## src/rtl/sequenciador_camadas.sv

```systemverilog
// Layer sequencer: steps an inference through up to MAX_CAMADAS layers using a
// small per-layer config table, a start/wait/capture handshake with the layer
// unit, and a per-layer wait timeout that drops into a sticky error.
module sequenciador_camadas #(
    parameter int unsigned MAX_CAMADAS = 4,
    parameter int unsigned TIMEOUT     = 1023
) (
    input  logic        clk,
    input  logic        iRst_n,
    input  logic        iStart,
    input  logic [2:0]  iNumCamadas,
    input  logic        iCfgWe,
    input  logic [1:0]  iCfgAddr,
    input  logic [4:0]  iCfgQtdEntradas,
    input  logic [4:0]  iCfgQtdNeuronios,
    input  logic [1:0]  iCfgCtrlFA,
    input  logic        iCfgBias,
    input  logic        iFlagCamada,
    output logic        oStartNeuro,
    output logic        oStartCamada,
    output logic [19:0] oEn,
    output logic        oFlagBias,
    output logic [1:0]  oCtrlFA,
    output logic [4:0]  oQtdEntradas,
    output logic        oSelRealim,
    output logic        oLatchSaida,
    output logic [1:0]  oCamadaAtual,
    output logic        oBusy,
    output logic        oDone,
    output logic        oErro
);

    localparam int unsigned CntW = $clog2(TIMEOUT + 1);

    typedef enum logic [2:0] {
        StIdle, StConfig, StStart, StWait, StCapture, StDone, StErro
    } state_e;

    state_e          st_q, st_d;
    logic [1:0]      layer_q, layer_d;
    logic [2:0]      num_q, num_d;
    logic [CntW-1:0] cnt_q, cnt_d;
    logic            erro_q, erro_d;
    logic            busy_q, start_neuro_q, start_camada_q, latch_q, done_q;

    logic [4:0]      tab_ent_q [MAX_CAMADAS];
    logic [4:0]      tab_neu_q [MAX_CAMADAS];
    logic [1:0]      tab_fa_q  [MAX_CAMADAS];
    logic            tab_bias_q[MAX_CAMADAS];

    logic [4:0]      neu_atual;
    logic            neu_invalido;
    logic            num_valido;
    logic            cfg_addr_ok;

    assign neu_atual    = tab_neu_q[layer_q];
    assign neu_invalido = (neu_atual == 5'd0) || (neu_atual > 5'd20);
    assign num_valido   = (iNumCamadas != 3'd0) && (32'(iNumCamadas) <= MAX_CAMADAS);
    assign cfg_addr_ok  = 32'(iCfgAddr) < MAX_CAMADAS;

    // Next-state logic for the sequencer and its layer/timeout bookkeeping.
    always_comb begin
        st_d    = st_q;
        layer_d = layer_q;
        num_d   = num_q;
        cnt_d   = cnt_q;
        erro_d  = erro_q;
        unique case (st_q)
            StIdle: begin
                if (iStart) begin
                    if (num_valido) begin
                        st_d    = StConfig;
                        layer_d = 2'd0;
                        num_d   = iNumCamadas;
                        erro_d  = 1'b0;
                    end else begin
                        st_d = StErro;
                    end
                end
            end
            StConfig:  st_d = neu_invalido ? StErro : StStart;
            StStart: begin
                cnt_d = '0;
                st_d  = StWait;
            end
            StWait: begin
                // The layer flag takes priority over an expiring timeout.
                if (iFlagCamada) begin
                    st_d = StCapture;
                end else if (cnt_q == CntW'(TIMEOUT - 1)) begin
                    st_d = StErro;
                end else begin
                    cnt_d = cnt_q + 1'b1;
                end
            end
            StCapture: begin
                if ({1'b0, layer_q} == num_q - 3'd1) begin
                    st_d = StDone;
                end else begin
                    layer_d = layer_q + 2'd1;
                    st_d    = StConfig;
                end
            end
            StDone, StErro: begin
                st_d    = StIdle;
                layer_d = 2'd0;
            end
            default: st_d = StIdle;
        endcase
        if (st_d == StErro) erro_d = 1'b1;
    end

    // State, registered control outputs and the config table.
    always_ff @(posedge clk or negedge iRst_n) begin
        if (!iRst_n) begin
            st_q           <= StIdle;
            layer_q        <= 2'd0;
            num_q          <= 3'd0;
            cnt_q          <= '0;
            erro_q         <= 1'b0;
            busy_q         <= 1'b0;
            start_neuro_q  <= 1'b0;
            start_camada_q <= 1'b0;
            latch_q        <= 1'b0;
            done_q         <= 1'b0;
            for (int i = 0; i < int'(MAX_CAMADAS); i++) begin
                tab_ent_q[i]  <= 5'd0;
                tab_neu_q[i]  <= 5'd0;
                tab_fa_q[i]   <= 2'd0;
                tab_bias_q[i] <= 1'b0;
            end
        end else begin
            st_q           <= st_d;
            layer_q        <= layer_d;
            num_q          <= num_d;
            cnt_q          <= cnt_d;
            erro_q         <= erro_d;
            busy_q         <= (st_d == StConfig) || (st_d == StStart) ||
                              (st_d == StWait) || (st_d == StCapture);
            start_neuro_q  <= (st_d == StStart);
            start_camada_q <= (st_d == StWait) || (st_d == StCapture);
            latch_q        <= (st_d == StCapture);
            done_q         <= (st_d == StDone);
            // Table is frozen while an inference is in flight.
            if (st_q == StIdle && iCfgWe && cfg_addr_ok) begin
                tab_ent_q[iCfgAddr]  <= iCfgQtdEntradas;
                tab_neu_q[iCfgAddr]  <= iCfgQtdNeuronios;
                tab_fa_q[iCfgAddr]   <= iCfgCtrlFA;
                tab_bias_q[iCfgAddr] <= iCfgBias;
            end
        end
    end

    // Neuron enables: first QtdNeuronios bits while the layer is started/running.
    always_comb begin
        oEn = '0;
        if (st_q == StStart || st_q == StWait) begin
            for (int k = 0; k < 20; k++) begin
                oEn[k] = (5'(k) < neu_atual);
            end
        end
    end

    assign oQtdEntradas = busy_q ? tab_ent_q[layer_q]  : 5'd0;
    assign oCtrlFA      = busy_q ? tab_fa_q[layer_q]   : 2'd0;
    assign oFlagBias    = busy_q ? tab_bias_q[layer_q] : 1'b0;
    assign oStartNeuro  = start_neuro_q;
    assign oStartCamada = start_camada_q;
    assign oLatchSaida  = latch_q;
    assign oBusy        = busy_q;
    assign oDone        = done_q;
    assign oErro        = erro_q;
    assign oCamadaAtual = layer_q;
    assign oSelRealim   = (layer_q != 2'd0);

endmodule
```

## config.mk

```make
export PLATFORM = sky130hd
export DESIGN_NAME = sequenciador_camadas
export DESIGN_NICKNAME = d
export VERILOG_FILES = /design/src/rtl/sequenciador_camadas.sv
export SDC_FILE = /design/constraint.sdc
export NUM_CORES = 1
export LEC_CHECK = 0
export ABC_AREA = 1
export CAP_MARGIN = 10
export CORE_UTILIZATION = 40
export CTS_CLUSTER_SIZE = 20
export DETAILED_ROUTE_END_ITERATION = 10
export DONT_BUFFER_PORTS = 1
export PLACE_DENSITY = 0.64
export SYNTH_ARGS = -nofsm -noshare
export SYNTH_HDL_FRONTEND = slang
export SYNTH_SLANG_ARGS = --single-unit
```

## constraint.sdc

```tcl
create_clock -name clk -period 1.85 [get_ports clk]
set_input_delay 0.555 -clock clk [delete_from_list [all_inputs] [get_ports clk]]
set_output_delay 0.555 -clock clk [all_outputs]
set_load 0.05 [all_outputs]
```

==> metrics.md, run 1 <==
| Metric | Value |
|---|---|
| Final Critical Period | 2.47 ns |
| Skew-Pair Late Insertion Delay | 0.34 ns |
| Antenna-violating nets left | 0 |
| Initial DRC count | 218 |
| Total GRT Usage | 0.210 |
| Area after DPL | 0.00510 mm² |
| Synthesized flop and latch total | 76 |
| Final setup fails | 32 |
| Total CTS buffers | 9 |
| Ys flop type | dfrtp_1 |
| Routed vias/inst | 5.05 |
| Top cells by area, synth | dfrtp_1 (48%), nand2_1 (9.9%), o21ai_0 (9.7%) |
| Startpoint class of the critical path | register |
| Drt wl/cell | 14.8 µm |
| Syn nets | 515 |
| Failing checks | hold timing, setup timing |
| Hold Path Class | input pin to async pin |
| Hold Fails Final Rpt | 76 |
| Area grow syn2layout | 48.4% |
| Setup TNS | -15.43 ns |
| Reg area | 0.00191 mm² |
| Die H | 101 µm |
| Most Crowded Layer GR | met2 |
| H-tree depth | 3 |
| Setup crit end kind | output pin |
| Syn Std Cell Area | 0.00396 mm² |
| Die area | 0.0103 mm² |
| Area of the multi-input gates | 0.00230 mm² |
| Initial antenna violation count | 0 |
| Clk buf depth | 2 |
| Number of synthesized flops with an enable pin | 0 |
| WL final | 10.3 mm |
| Detailed placement HPWL | 6.91 mm |
| Overflow after GRT | 0 |
| CTS tree | built |
| Area leader, netlist | dfrtp_1 |
| Top-area cell type share of the netlist area | 0.481 |
| Die X | 101 µm |
| Critical Path RT | 1.29 ns |
| WHS | -0.103 ns |
| Yosys cell types | 37 |
| Post-Layout Inst Area | 0.00587 mm² |
| Largest net degree at the start of global routing | 77 |
| Clock sinks | 76 |
| CTS root buffer | clkbuf_8 |
| Period utilization | 1.34 |
| Met2 Resource Use GR | 0.362 |
| Via Count | 3,525 |
| Pre-Repair DR Iteration Count | 4 |
| RSZ-0062 raised after global routing | yes |
| Ys async rst share | 1.00 |
| Seq/Total Area, Yosys | 0.481 |
| Critical path arrival | 1.92 ns |
| N_diodes | 0 |
| Std cell rows | 35 |
| Synth warnings | 0 |
| Average size of a mapped cell | 8.10 µm² |
| NumNets Final | 591 |
| Met3 usage | 0.0366 |
| Fill cell count | 754 |
| Place WS | -0.319 ns |
| Setup ws final | -0.623 ns |
| Post-Syn Instances | 488 |
| Gpl congestion | 0.846 |
| Status | finished, violations left |
| Final Max Slew Viols | 0 |
| DRC | 0 |
| Most frequent cells after synthesis | nand2_1 (104), o21ai_0 (77), dfrtp_1 (76), nor2_1 (54), inv_1 (43) |
| GRT met1 Usage | 0.267 |
| Number of global-route vias before repair | 3,526 |
| I/O pin total | 60 |
| Max cap viols | 0 |
| Fmax | 404 MHz |
| Clk slew on worst S/H paths | 0.08 ns |
| Slew headroom | 0.683 |
| Initial Utilization | 0.420 |
| Crit Path Class | register to output pin |
| First-pass GRT wire length | 16.6 mm |
| Layout cells sized above 1 | 0.395 |
| Worst-Margin Slew | 0.475 ns |
| Buffers on Ports | 0 |
| Max FO, Critical Path | 8 |
| Fin Clk Skew | 0.00957 ns |
| Most common cell in the netlist | nand2_1 |
| Placeable Area | 0.00942 mm² |
[per-layer routing]
metal	routed length [µm]	share of wire
met4	148	0.014
met1	4470	0.43
met3	319	0.031
met5	0	0
met2	5380	0.52
[what timing repair did]
| item | 4_1_cts | 5_1_grt |
|---|---|---|
| pin swaps | 23 | 23 |
| endpoints found under the setup margin | 29 | 39 |
| gates resized for setup | 75 | 59 |
| gates cloned | 0 | 1 |
| endpoints found under the hold margin | 76 | 76 |
| setup buffers | 7 | 3 |
[layout make-up]
class / count / area share
Multi-Input combinational cell: 341 / 0.391
Sequential cell: 76 / 0.325
Timing Repair Buffer: 81 / 0.180
Inverter: 55 / 0.0390
Tap cell: 129 / 0.0275
Clock buffer: 12 / 0.0247
Clock inverter: 4 / 0.0124
[registers in the layout, summed over array words and instances, names as in the netlist]
signal and cells:
oLatchSaida 1, oStartNeuro 1, cnt_q 10, tab_fa_q 8, oErro 1, tab_ent_q 20, oStartCamada 1, st_q 3
tab_neu_q 20, num_q 3, oDone 1, oBusy 1, oCamadaAtual 2, tab_bias_q 4
[cells in the final DEF, fill, tap and decap left out, types with 7 or more instances in the layout]
| cell | n |
|---|---|
| nor2_1 | 34 |
| o21ai_2 | 12 |
| a21oi_4 | 11 |
| nand2_4 | 11 |
| inv_4 | 7 |
| buf_6 | 9 |
| buf_12 | 30 |
| inv_2 | 7 |
| nor2_4 | 16 |
| nand2_1 | 91 |
| nand3_2 | 12 |
| inv_1 | 39 |
| a21oi_1 | 10 |
| buf_4 | 38 |
| nand2_2 | 13 |
| dfrtp_1 | 73 |
| clkbuf_8 | 10 |
| nand3_1 | 9 |
| o21ai_0 | 61 |
| nor2_2 | 12 |
[through the flow]
stage,std cells,utilization
global placement,673,0.542
CTS,696,0.592
floorplan,488,-
global route,698,0.623
finish,698,0.623
detailed placement,673,0.542
[path summary, 6_finish.rpt]
kind / from / end / slack, ns / depth (start not counted)
max: oCamadaAtual[0]$_DFFE_PN0P_ / oEn[6] / -0.62 / 10
min: iRst_n / tab_fa_q[0]$_DFFE_PN0P_ / -0.10 / 0
max reg2reg: oCamadaAtual[0]$_DFFE_PN0P_ / oErro$_DFFE_PN0P_ / -0.04 / 15
min reg2reg: tab_ent_q[9]$_DFFE_PN0P_ / tab_ent_q[9]$_DFFE_PN0P_ / 0.49 / 2
max in group asynchronous: iRst_n / cnt_q[0]$_DFFE_PN0P_ / 1.81 / 0
min in group clk: iFlagCamada / oLatchSaida$_DFF_PN0_ / 0.36 / 2
[worst max-delay path, stage by stage (launching register included)]
cell and delay [ns]:
dfrtp_2 0.47, buf_6 0.15, nand2_2 0.05, nand3_2 0.07, nand2_4 0.08, nand2_4 0.10
inv_4 0.04, nor2_4 0.12, inv_4 0.10, a22oi_2 0.23, buf_12 0.17
[logic make-up after synthesis]
| group | after synthesis | synth area share |
|---|---|---|
| compound gates | 111 | 0.144 |
| xor+xnor | 4 | 0.00886 |
| fa+ha+maj | 4 | 0.0127 |
| buf+inv | 71 | 0.0766 |
| flops | 76 | 0.481 |
| simple gates | 222 | 0.277 |
Power of run 1 is left out: the tool's default activity adds up to more than one toggle a clock period on the data nets, which glitch-free logic cannot reach.
==> run 2: changes to the inputs <==
--- a/config.mk
+++ b/config.mk
@@ -11,6 +11,7 @@
 export CTS_CLUSTER_SIZE = 20
 export DETAILED_ROUTE_END_ITERATION = 10
 export DONT_BUFFER_PORTS = 1
+export MAX_ROUTING_LAYER = met4
 export PLACE_DENSITY = 0.64
 export SYNTH_ARGS = -nofsm -noshare
 export SYNTH_HDL_FRONTEND = slang
==> run 2 against run 1 <==
Compared with the run above: the run still ends with hold timing, setup timing left; count of clock-buffer cells in the layout fell by 1; worst setup slack improved by 0.048 ns; non-clock buffer count up 4; wire length grew 2.7%; critical path depth is 1 lower; first-iteration DRC count fell by 2.3%; fmax increased by 2.0%; flip-flop and latch count did not move; global-route usage grew 1.2 points; worst hold slack better by 0.0034 ns; clock skew shrank 0.0014 ns.
==> metrics.md, run 2 (synthesis gave the netlist of run 1 again) <==
| Metric | Value |
|---|---|
| Initial Utilization | 0.420 |
| Setup TNS | -14.57 ns |
| Total GRT Usage | 0.222 |
| Buffers on Ports | 0 |
| Total CTS buffers | 9 |
| Clk buf depth | 2 |
| Status | finished, violations left |
| Startpoint class of the critical path | register |
| Max cap viols | 0 |
| N_diodes | 0 |
| H-tree depth | 3 |
| First-pass GRT wire length | 17.0 mm |
| Pre-Repair DR Iteration Count | 4 |
| Die area | 0.0103 mm² |
| Hold Fails Final Rpt | 76 |
| Antenna-violating nets left | 0 |
| Die H | 101 µm |
| Place WS | -0.325 ns |
| I/O pin total | 60 |
| Hold Path Class | input pin to async pin |
| Largest registers | tab_ent_q x20, tab_neu_q x20, cnt_q x10 |
| Critical Path RT | 1.29 ns |
| WL final | 10.6 mm |
| Slew headroom | 0.684 |
| Final setup fails | 29 |
| Max FO, Critical Path | 7 |
| Layout cells sized above 1 | 0.440 |
| Clk slew on worst S/H paths | 0.08 ns |
| Clock sinks | 76 |
| Area grow syn2layout | 49.3% |
| Critical path arrival | 1.87 ns |
| Setup crit end kind | output pin |
| Commonest non-fill, non-tap cell in the layout | nand2_1 |
| CTS tree | built |
| Initial DRC count | 213 |
| WHS | -0.0998 ns |
| Placeable Area | 0.00942 mm² |
| DRC | 0 |
| Final Critical Period | 2.43 ns |
| Period utilization | 1.31 |
| Gpl congestion | 0.858 |
| Crit Path Class | register to output pin |
| Fin Clk Skew | 0.00820 ns |
| Worst-Margin Slew | 0.474 ns |
| RSZ-0062 raised after global routing | yes |
| Drt wl/cell | 15.1 µm |
| Critical Path Source | oCamadaAtual[0]$_DFFE_PN0P_ |
| Final Max Slew Viols | 0 |
| CTS root buffer | clkbuf_8 |
| Std cell rows | 35 |
| Die X | 101 µm |
| Most frequent cells in the layout | nand2_1 (86), dfrtp_1 (73), o21ai_0 (61), buf_4 (40), inv_1 (39) |
| Skew-Pair Late Insertion Delay | 0.34 ns |
| Routed vias/inst | 5.08 |
| Via Count | 3,565 |
| NumNets Final | 595 |
| Largest net degree at the start of global routing | 77 |
| Initial antenna violation count | 0 |
| Detailed placement HPWL | 6.97 mm |
| Fmax | 412 MHz |
| Number of global-route vias before repair | 3,537 |
| Setup ws final | -0.575 ns |
| Overflow after GRT | 0 |
| Failing checks | hold timing, setup timing |
| Worst R2R Start | oCamadaAtual[0]$_DFFE_PN0P_ |
## run 2: cell count changes in the layout (fill, tap and decap cells not counted), sizes merged
cell    previous run  this run
bufinv             2         0
buf               80        83
inv               53        54
clkinv             3         5
## run 2: per-stage QoR
step / std cells / util / area [µm²] / hold slack (ns)
2_1_floorplan: 488 / - / 4150 / 0.259
3_3_place_gp: 670 / 0.537 / 5050 / 0.262
3_5_place_dp: 670 / 0.537 / 5050 / 0.261
4_1_cts: 694 / 0.589 / 5540 / -0.117
5_1_grt: 702 / 0.627 / 5900 / -0.127
6_report: 702 / 0.627 / 5900 / -0.0998
## run 2: final cells by class
| class | count | area [µm²] |
|---|---|---|
| Tap cell | 129 | 161 |
| Clock buffer | 11 | 141 |
| Multi-Input combinational cell | 341 | 2350 |
| Clock inverter | 5 | 27.5 |
| Fill cell | 773 | 3510 |
| Inverter | 55 | 229 |
| Sequential cell | 76 | 1910 |
| Timing Repair Buffer | 85 | 1090 |
## run 2: timing repair
action,4_1_cts,5_1_grt
gates cloned,0,2
buffers inserted,10,7
hold endpoints to repair,76,76
setup endpoints to repair,29,38
pin swaps,23,39
gates resized for setup,87,72
## run 2: worst max-delay path, stage by stage (launching register included)
cell and delay (ns):
dfrtp_2 0.47, clkinv_4 0.11, buf_12 0.13, nand2_4 0.05
nand3_4 0.06, nand2_4 0.11, nor2_4 0.16, nand2_2 0.07
a22oi_2 0.21, buf_12 0.17
## run 2: path summary, 6_finish.rpt
check	to	slack (ns)	cells after the start
max in group asynchronous	oCamadaAtual[1]$_DFFE_PN0P_	1.83	0
worst max register to register	oErro$_DFFE_PN0P_	0.03	15
worst min register to register	tab_neu_q[0]$_DFFE_PN0P_	0.49	2
worst min-delay path	tab_fa_q[0]$_DFFE_PN0P_	-0.1	0
worst max-delay path	oEn[6]	-0.58	9
min in group clk	oLatchSaida$_DFF_PN0_	0.36	2
## run 2: metal layers
layer / GRT usage / wire length (µm) / up-vias / part of all wire
li1: - / - / 1743 / -
met1: 0.266 / 4560 / 1739 / 0.43
met2: 0.387 / 5540 / 67 / 0.52
met3: 0.0380 / 321 / 16 / 0.030
met4: 0.0569 / 184 / 0 / 0.017
met5: - / 0 / - / 0
Power of run 2 is left out for the same reason.
